## config.mk

```make
export PLATFORM = sky130hd
export DESIGN_NAME = mem_arbiter
export DESIGN_NICKNAME = d
export VERILOG_FILES = /design/src/rtl/mem_arbiter.sv
export SDC_FILE = /design/constraint.sdc
export NUM_CORES = 1
export LEC_CHECK = 0
export ABC_CLOCK_PERIOD_IN_PS = 5600
export CORE_ASPECT_RATIO = 1.5
export CORE_MARGIN = 1.5
export CORE_UTILIZATION = 52
export DETAILED_ROUTE_END_ITERATION = 10
export HOLD_SLACK_MARGIN = 0.1
export PLACE_DENSITY = 0.84
export SYNTH_ARGS = -nofsm -noshare
export SYNTH_HDL_FRONTEND = slang
export SYNTH_SLANG_ARGS = --single-unit
```

## constraint.sdc

```tcl
create_clock -name clk -period 5.6 [get_ports clk]
set_clock_uncertainty 0.2 [all_clocks]
set_input_delay 1.68 -clock clk [delete_from_list [all_inputs] [get_ports clk]]
set_output_delay 1.68 -clock clk [all_outputs]
set_load 0.01 [all_outputs]
```

## src/rtl/mem_arbiter.sv

```systemverilog
// Byte-wide RAM port arbiter shared between instruction fetch and load/store.
// Optional fetch buffer enabled with `define INST_BUF_EN.
`timescale 1ns/1ps
module mem_arbiter (
  input  logic        clk,
  input  logic        rst,
  input  logic        inst_req,
  input  logic [31:0] inst_addr,
  output logic [31:0] inst_o,
  output logic [31:0] inst_pc,
  output logic        inst_done,
  input  logic        data_req,
  input  logic        data_we,
  input  logic [31:0] data_addr,
  input  logic [1:0]  data_len,
  input  logic [31:0] data_wdata,
  output logic [31:0] data_rdata,
  output logic        data_done,
  input  logic [7:0]  mem_din,
  output logic [7:0]  mem_dout,
  output logic [31:0] mem_a,
  output logic        mem_wr
);

  localparam logic [1:0] IDLE   = 2'd0;
  localparam logic [1:0] IREAD  = 2'd1;
  localparam logic [1:0] DREAD  = 2'd2;
  localparam logic [1:0] DWRITE = 2'd3;

  logic [1:0]  state_q, state_d;
  logic [31:0] base_q, base_d;
  logic [2:0]  len_q, len_d;
  logic [2:0]  cnt_q, cnt_d;
  logic [31:0] wdata_q, wdata_d;
  logic [31:0] buf_q, buf_d;
  logic [31:0] inst_q, inst_d;
  logic [31:0] pc_q, pc_d;
  logic        inst_done_q, inst_done_d;
  logic [31:0] rdata_q, rdata_d;
  logic        data_done_q, data_done_d;
  logic        instHit;
  logic        storeHitsInst;
  logic [5:0]  laneShift;
  logic [7:0]  wrByte;

  function automatic logic [2:0] lenBytes(input logic [1:0] code);
    case (code)
      2'd0:    lenBytes = 3'd1;
      2'd1:    lenBytes = 3'd2;
      default: lenBytes = 3'd4;
    endcase
  endfunction

`ifdef INST_BUF_EN
  logic [31:0] storeMinusPc;
  logic [31:0] pcMinusStore;

  // A valid buffered instruction at the requested address satisfies the fetch.
  assign instHit       = inst_done_q && (inst_addr == pc_q);
  // Modular distances so ranges crossing 0xFFFFFFFF are handled.
  assign storeMinusPc  = base_q - pc_q;
  assign pcMinusStore  = pc_q - base_q;
  assign storeHitsInst = (storeMinusPc < 32'd4) || (pcMinusStore < {29'd0, len_q});
`else
  assign instHit       = 1'b0;
  assign storeHitsInst = 1'b0;
`endif

  // mem_din carries the byte addressed one cycle earlier, i.e. lane cnt_q-1.
  assign laneShift = {cnt_q - 3'd1, 3'b000};

  always_comb begin
    state_d     = state_q;
    base_d      = base_q;
    len_d       = len_q;
    cnt_d       = cnt_q;
    wdata_d     = wdata_q;
    buf_d       = buf_q;
    inst_d      = inst_q;
    pc_d        = pc_q;
    inst_done_d = inst_done_q;
    rdata_d     = rdata_q;
    data_done_d = 1'b0;
    case (state_q)
      IDLE: begin
        if (data_req) begin
          state_d = data_we ? DWRITE : DREAD;
          base_d  = data_addr;
          len_d   = lenBytes(data_len);
          wdata_d = data_wdata;
          cnt_d   = 3'd0;
          buf_d   = 32'd0;
        end else if (inst_req && !instHit) begin
          state_d     = IREAD;
          base_d      = inst_addr;
          len_d       = 3'd4;
          cnt_d       = 3'd0;
          buf_d       = 32'd0;
          inst_done_d = 1'b0;
        end
      end
      IREAD, DREAD: begin
        if (cnt_q != 3'd0) begin
          buf_d = buf_q | ({24'd0, mem_din} << laneShift);
        end
        if (cnt_q == len_q) begin
          state_d = IDLE;
          if (state_q == IREAD) begin
            inst_d      = buf_d;
            pc_d        = base_q;
            inst_done_d = 1'b1;
          end else begin
            rdata_d     = buf_d;
            data_done_d = 1'b1;
          end
        end else begin
          cnt_d = cnt_q + 3'd1;
        end
      end
      DWRITE: begin
        if (cnt_q == len_q - 3'd1) begin
          state_d     = IDLE;
          data_done_d = 1'b1;
          if (storeHitsInst) begin
            inst_done_d = 1'b0;
          end
        end else begin
          cnt_d = cnt_q + 3'd1;
        end
      end
      default: state_d = IDLE;
    endcase
  end

  always_ff @(posedge clk) begin
    if (rst) begin
      state_q     <= IDLE;
      base_q      <= 32'd0;
      len_q       <= 3'd0;
      cnt_q       <= 3'd0;
      wdata_q     <= 32'd0;
      buf_q       <= 32'd0;
      inst_q      <= 32'd0;
      pc_q        <= 32'd0;
      inst_done_q <= 1'b0;
      rdata_q     <= 32'd0;
      data_done_q <= 1'b0;
    end else begin
      state_q     <= state_d;
      base_q      <= base_d;
      len_q       <= len_d;
      cnt_q       <= cnt_d;
      wdata_q     <= wdata_d;
      buf_q       <= buf_d;
      inst_q      <= inst_d;
      pc_q        <= pc_d;
      inst_done_q <= inst_done_d;
      rdata_q     <= rdata_d;
      data_done_q <= data_done_d;
    end
  end

  always_comb begin
    wrByte = 8'h00;
    if (state_q == DWRITE) begin
      case (cnt_q[1:0])
        2'd0:    wrByte = wdata_q[7:0];
        2'd1:    wrByte = wdata_q[15:8];
        2'd2:    wrByte = wdata_q[23:16];
        default: wrByte = wdata_q[31:24];
      endcase
    end
  end

  // The extra read cycle that only collects the last byte drives no address.
  assign mem_a      = (state_q != IDLE && cnt_q < len_q) ? base_q + {29'd0, cnt_q} : 32'd0;
  assign mem_wr     = (state_q == DWRITE);
  assign mem_dout   = wrByte;
  assign inst_o     = inst_q;
  assign inst_pc    = pc_q;
  assign inst_done  = inst_done_q;
  assign data_rdata = rdata_q;
  assign data_done  = data_done_q;

endmodule

```

==> Word level (Yosys, flattened, before mapping) <==
Cells that the tools add are included.
{ "classes": {"addsub": 4, "mul": 0, "n_div": 0, "order_cmp": 1, "eq_ne": 16, "n_shift": 1, "n_mux": 32, "bitwise_logic": 3, "n_reduce_logical": 17} }
{ "op_table": {"columns": ["operator", "count"], "rows": [
  ["32-bit two-way mux", 6],
  ["32-bit one-hot mux with 2 select lines", 1],
  ["32-bit by 3-bit adder with 32-bit output", 1],
  ["32-bit bitwise OR", 1],
  ["8-bit by 6-bit << shifter with 32-bit output", 1],
  ["8-bit one-hot mux with 3 select lines", 1],
  ["3-bit two-way mux", 6],
  ["2-bit != test (second input constant)", 6],
  ["3-bit AND reduction", 4],
  ["3-bit one-hot mux with 3 select lines", 1],
  ["1-bit two-way mux", 8],
  ["2-bit two-way mux", 4],
  ["8-bit two-way mux", 1],
  ["2-bit by 1-bit == test with 1-bit output (second input constant)", 3],
  ["2-bit == test (second input constant)", 3],
  ["3-bit == test", 2],
  ["2-bit logical NOT", 3],
  ["2-bit one-hot mux with 3 select lines", 1],
  ["3-bit one-hot mux with 2 select lines", 1],
  ["2-bit AND reduction", 3],
  ["2-bit nonzero test", 3],
  ["3-bit by 1-bit subtractor with 3-bit output (second input constant)", 2],
  ["5-bit AND reduction", 1],
  ["1-bit one-hot mux with 2 select lines", 2],
  ["8 further kinds", 9]
]} }
{ "word_totals": {"regBits": 202, "latchBits": 0, "ramBits": 0, "romBits": 0, "inputBits": 111, "out_inout_bits": 139, "wordCells": 85, "n_memories": 0} }

==> Logic depth before layout (Yosys ltp) <==
{ "depth": {"word_depth": 5, "mapped_depth": 9} }

==> Worst setup path after synthesis <==
OpenSTA, ideal clock, no wires.
{ "synth_timing": {"kind": "reg-to-output", "start": "register cnt_q[0]", "end": "output port mem_a[26]", "arrival_time_ns": 2.323, "required_time_ns": 3.720, "setup_slack_ns": 1.397, "stages_incl_launch_ff": 10, "path_buffers": 2, "path_cell_list": "dfxtp_1 > ha_1 > inv_1 > fa_1 > nor2b_1 > clkbuf_2 > o2111ai_4 > buf_6 > or4_1 > a21oi_1"} }
{ "synth_between": {"elab_chain_cells": 3, "elab_cells_between_ends": 4, "classes_between": "add/sub: 1; order compare: 1; mux: 1; reduce/logical: 1"} }
{ "synth_lines": {"columns": ["item", "line", "rtl"], "rows": [
  ["start, declared", "33", "logic [2:0] cnt_q, cnt_d;"],
  ["start signal, assigned", "152", "cnt_q <= cnt_d;"],
  ["parallel branches: the longest is 2 deep, another holds 32-bit by 3-bit adder with 32-bit output", null, null],
  ["32-bit two-way mux *", "176", "assign mem_a = (state_q != IDLE && cnt_q < len_q) ? base_q + {29'd0, cnt_q} : 32'd0;"],
  ["end, declared", "21", "output logic [31:0] mem_a,"]
]} }
Mark *: on every way between the ends.

==> Worst setup path after layout <==
{ "layout_timing": {"start": "register cnt_q[0]", "end": "output port mem_a[28]"} }
Same word-level chain as after synthesis.

==> impl_metrics.toml <==
[status]
status = "completed"

[power_and_ir_drop]
powerDensity_nw_per_um2 = 446.0
vdd_drop_max_v = 0.0003831
p_leak_nw = 4.163

[floorplan]
core_area_um2 = 16910
fp.dieW_um = 110.6
fp.dieH_um = 164.3
die-area_um2 = 18170
rows = 58
boundaryPins = 250
initial_utilization_pct = 53.37

[drt]
via_per_inst = 5.811
routedWlPerCell_um = 17.84
vias = 8647
drt_wl_total_mm = 26.55
drc = 0
drt_pass1_iterations = 8
postRouteAntennaNets = 0
drt_iter0_drc = 792

[clocking]
postCtsSetupRepairBufs = 0
ctsHtreeMaxLevel = 1
cts-buffers-inserted = 20
insertion_delay_ps = 490
cts_hold_buf = 0
tritoncts = "done"
cts_num_sinks = 202
ctsResizeCount = 0
cts-root-buf = "clkbuf_16"
cts_buffer_depth = 3
clkTransAtPathRegs_ps = 70

[place]
place_congestion = 0.8906
portBuffers = 249
place_hpwl_mm = 18.07
place_inst = 1453

[setup_path]
critPathMaxStageDelay_ps = 570
worstPathArrival_ps = 3480
regToRegEndpoint = "inst_o[7]"
regToRegSetupSlack_ps = 2520
crit_fanout = 13
critPathLaunchType = "flip-flop"
cpMaxStageDelayCell = "or4_1"
critPathRequiredTime_ps = 3720
worstReg2RegStart = "cnt_q[0]"
reg2reg_depth = 6
critPathKind = "flip-flop to primary output"
cp-end-kind = "primary output"
crit_chain = "ha_1, inv_1, fa_1, nor2b_1, o2111ai_4, or4_1, a21oi_1, clkdlybuf4s50_1"

[grt]
track_usage_pct = 28.08
grt_max_degree = 137
grt_pass1_vias = 8254
grt_overflow = 0
antenna_found_initial = 0
grt_pass1_wl_mm = 41.96

[synth]
synth_cell_types = 52
syn_area_per_cell_um2 = 8.324
yosys_warnings = 0
syn-num-nets = 1213
postSynth.asyncResetShare_pct = 0
synth_seq_area_share_pct = 44.81
syn_inst = 1084
synth_edf_count = 0
ys_seq_elements = 202
synth_area_um2 = 9024
synthFlopType = "dfxtp_1"

[finish]
final_common_cell = "clkdlybuf4s50_1"
final_layout_size_suffix_gt1_share_pct = 4.538
mostFrequentLayoutCells = "247 x clkdlybuf4s50_1, 202 x dfxtp_1, 164 x nor2_1"
syn_to_final_growth_pct = 34.47
n_antenna_cell = 0
fin_util_pct = 71.76
final_cells = 1488
fin_nets = 1394
nFillCells = 1327

[sta]
tns_ps = 0
max_slew_margin_pct = 27.05
rsz0062_at_grt = "no"
finalSetupViolations = 0
layout_min_cycle_time_ps = 5364
fmax_mhz = 186.4
hold_viol = 0
min_period_over_period_pct = 95.79
worst_pin_slew_ps = 1092
drv_slew = 0

[min_path]
hp-start = "inst_pc[27]"
hold_class = "flip-flop to flip-flop"
holdPathEnd = "inst_pc[27]"
holdPathStages = 2

[flow_run]
drv_cap = 0
## where the power goes
group	switching, W	internal, W	leakage [nW]
combinational	0.00117	0.000850	2.20
clock	0.000578	0.000808	0.317
sequential	0.000259	0.00174	1.65
total	0.00201	0.00340	4.16
## worst max-delay path: cells and delay by family (launching register included)
family,cells,cell delay (ps)
compound gates,2,450
fa+ha+maj,2,590
buf+inv,2,610
flops,1,500
simple gates,2,830
## Yosys cell counts, drive strengths merged, types with 2 or more instances
| library cell | number | area share (%) |
|---|---|---|
| and2 | 14 | 0.97 |
| ha | 17 | 2.4 |
| o2111ai | 4 | 0.58 |
| inv | 15 | 0.62 |
| nand4 | 10 | 0.69 |
| a222oi | 8 | 0.89 |
| o211ai | 3 | 0.25 |
| and3 | 9 | 0.64 |
| o31ai | 17 | 1.4 |
| a211oi | 101 | 8.4 |
| mux2i | 34 | 3.8 |
| buf | 35 | 1.9 |
| nor3b | 4 | 0.44 |
| nor3 | 9 | 0.55 |
| xnor2 | 4 | 0.39 |
| and4 | 6 | 0.58 |
| or3 | 2 | 0.14 |
| nand3 | 12 | 0.67 |
| xor2 | 9 | 0.87 |
| dfxtp | 202 | 45 |
| nand2 | 140 | 5.8 |
| or4 | 15 | 1.2 |
| clkbuf | 66 | 2.8 |
| nor2b | 5 | 0.35 |
| a32oi | 32 | 3.1 |
| nand3b | 2 | 0.17 |
| a21oi | 122 | 6.8 |
| a21o | 2 | 0.17 |
| nor2 | 165 | 6.9 |
| o21ai | 8 | 0.44 |
## state kept, by name, summed over array words and instances, names as in the netlist
signal,count
inst_o,32
buf_q,32
base_q,32
data_done,1
inst_pc,32
state_q,2
cnt_q,3
inst_done,1
wdata_q,32
len_q,3
data_rdata,32
## cell type report
type / instances / area (um2) / share of cell area, %
repair buffers: 260 / 2571 / 21.19
well taps: 210 / 262.8 / 2.165
clock buffers: 25 / 560.5 / 4.620
multi-input cells: 765 / 4516 / 37.21
clock inverters: 10 / 120.1 / 0.9899
flip-flops and latches: 202 / 4044 / 33.33
inverters: 16 / 60.06 / 0.4949
## worst max-delay path by stage
stage	startpoint	end	slack (ps)	depth (start not counted)
floorplan	cnt_q[0]	mem_a[26]	1400	9
global placement	cnt_q[0]	mem_a[26]	820	8
detailed placement	cnt_q[0]	mem_a[26]	780	8
CTS	cnt_q[0]	mem_a[26]	240	8
global route	cnt_q[0]	mem_a[26]	70	8
finish	cnt_q[0]	mem_a[28]	240	8
## kinds of logic after synthesis
logic type	after synthesis	synth area share, %
adders and majority gates	18	2.579
buffers and inverters	117	5.366
xor gates and xnor gates	14	1.511
AOI/OAI and AO/OA	302	22.46
DFF	202	44.81
and+or+nand+nor	396	19.37
muxes	35	3.896
## through the flow
| stage | hold slack [ps] | worst slack (ps) | power, W | cell area [um2] |
|---|---|---|---|---|
| 2_1_floorplan | 235.7 | 1397 | 0.003203 | 9024 |
| 3_3_place_gp | 241.6 | 817.1 | 0.003976 | 11450 |
| 3_5_place_dp | 246.0 | 781.6 | 0.004025 | 11450 |
| 4_1_cts | 255.2 | 236.3 | 0.005413 | 12130 |
| 5_1_grt | 270.4 | 67.75 | 0.005711 | 12130 |
| 6_report | 255.7 | 235.7 | 0.005412 | 12130 |
## layer usage
layer | global-route usage, % | vias up | part of all wire (%)
met3 | 5.461 | 68 | 6.5
met1 | 32.25 | 4040 | 39
li1 | - | 4226 | -
met2 | 50.81 | 313 | 51
met5 | 0 | - | 0
met4 | 12.00 | 0 | 4.2
No activity file was read; power rests on OpenSTA's default activity.
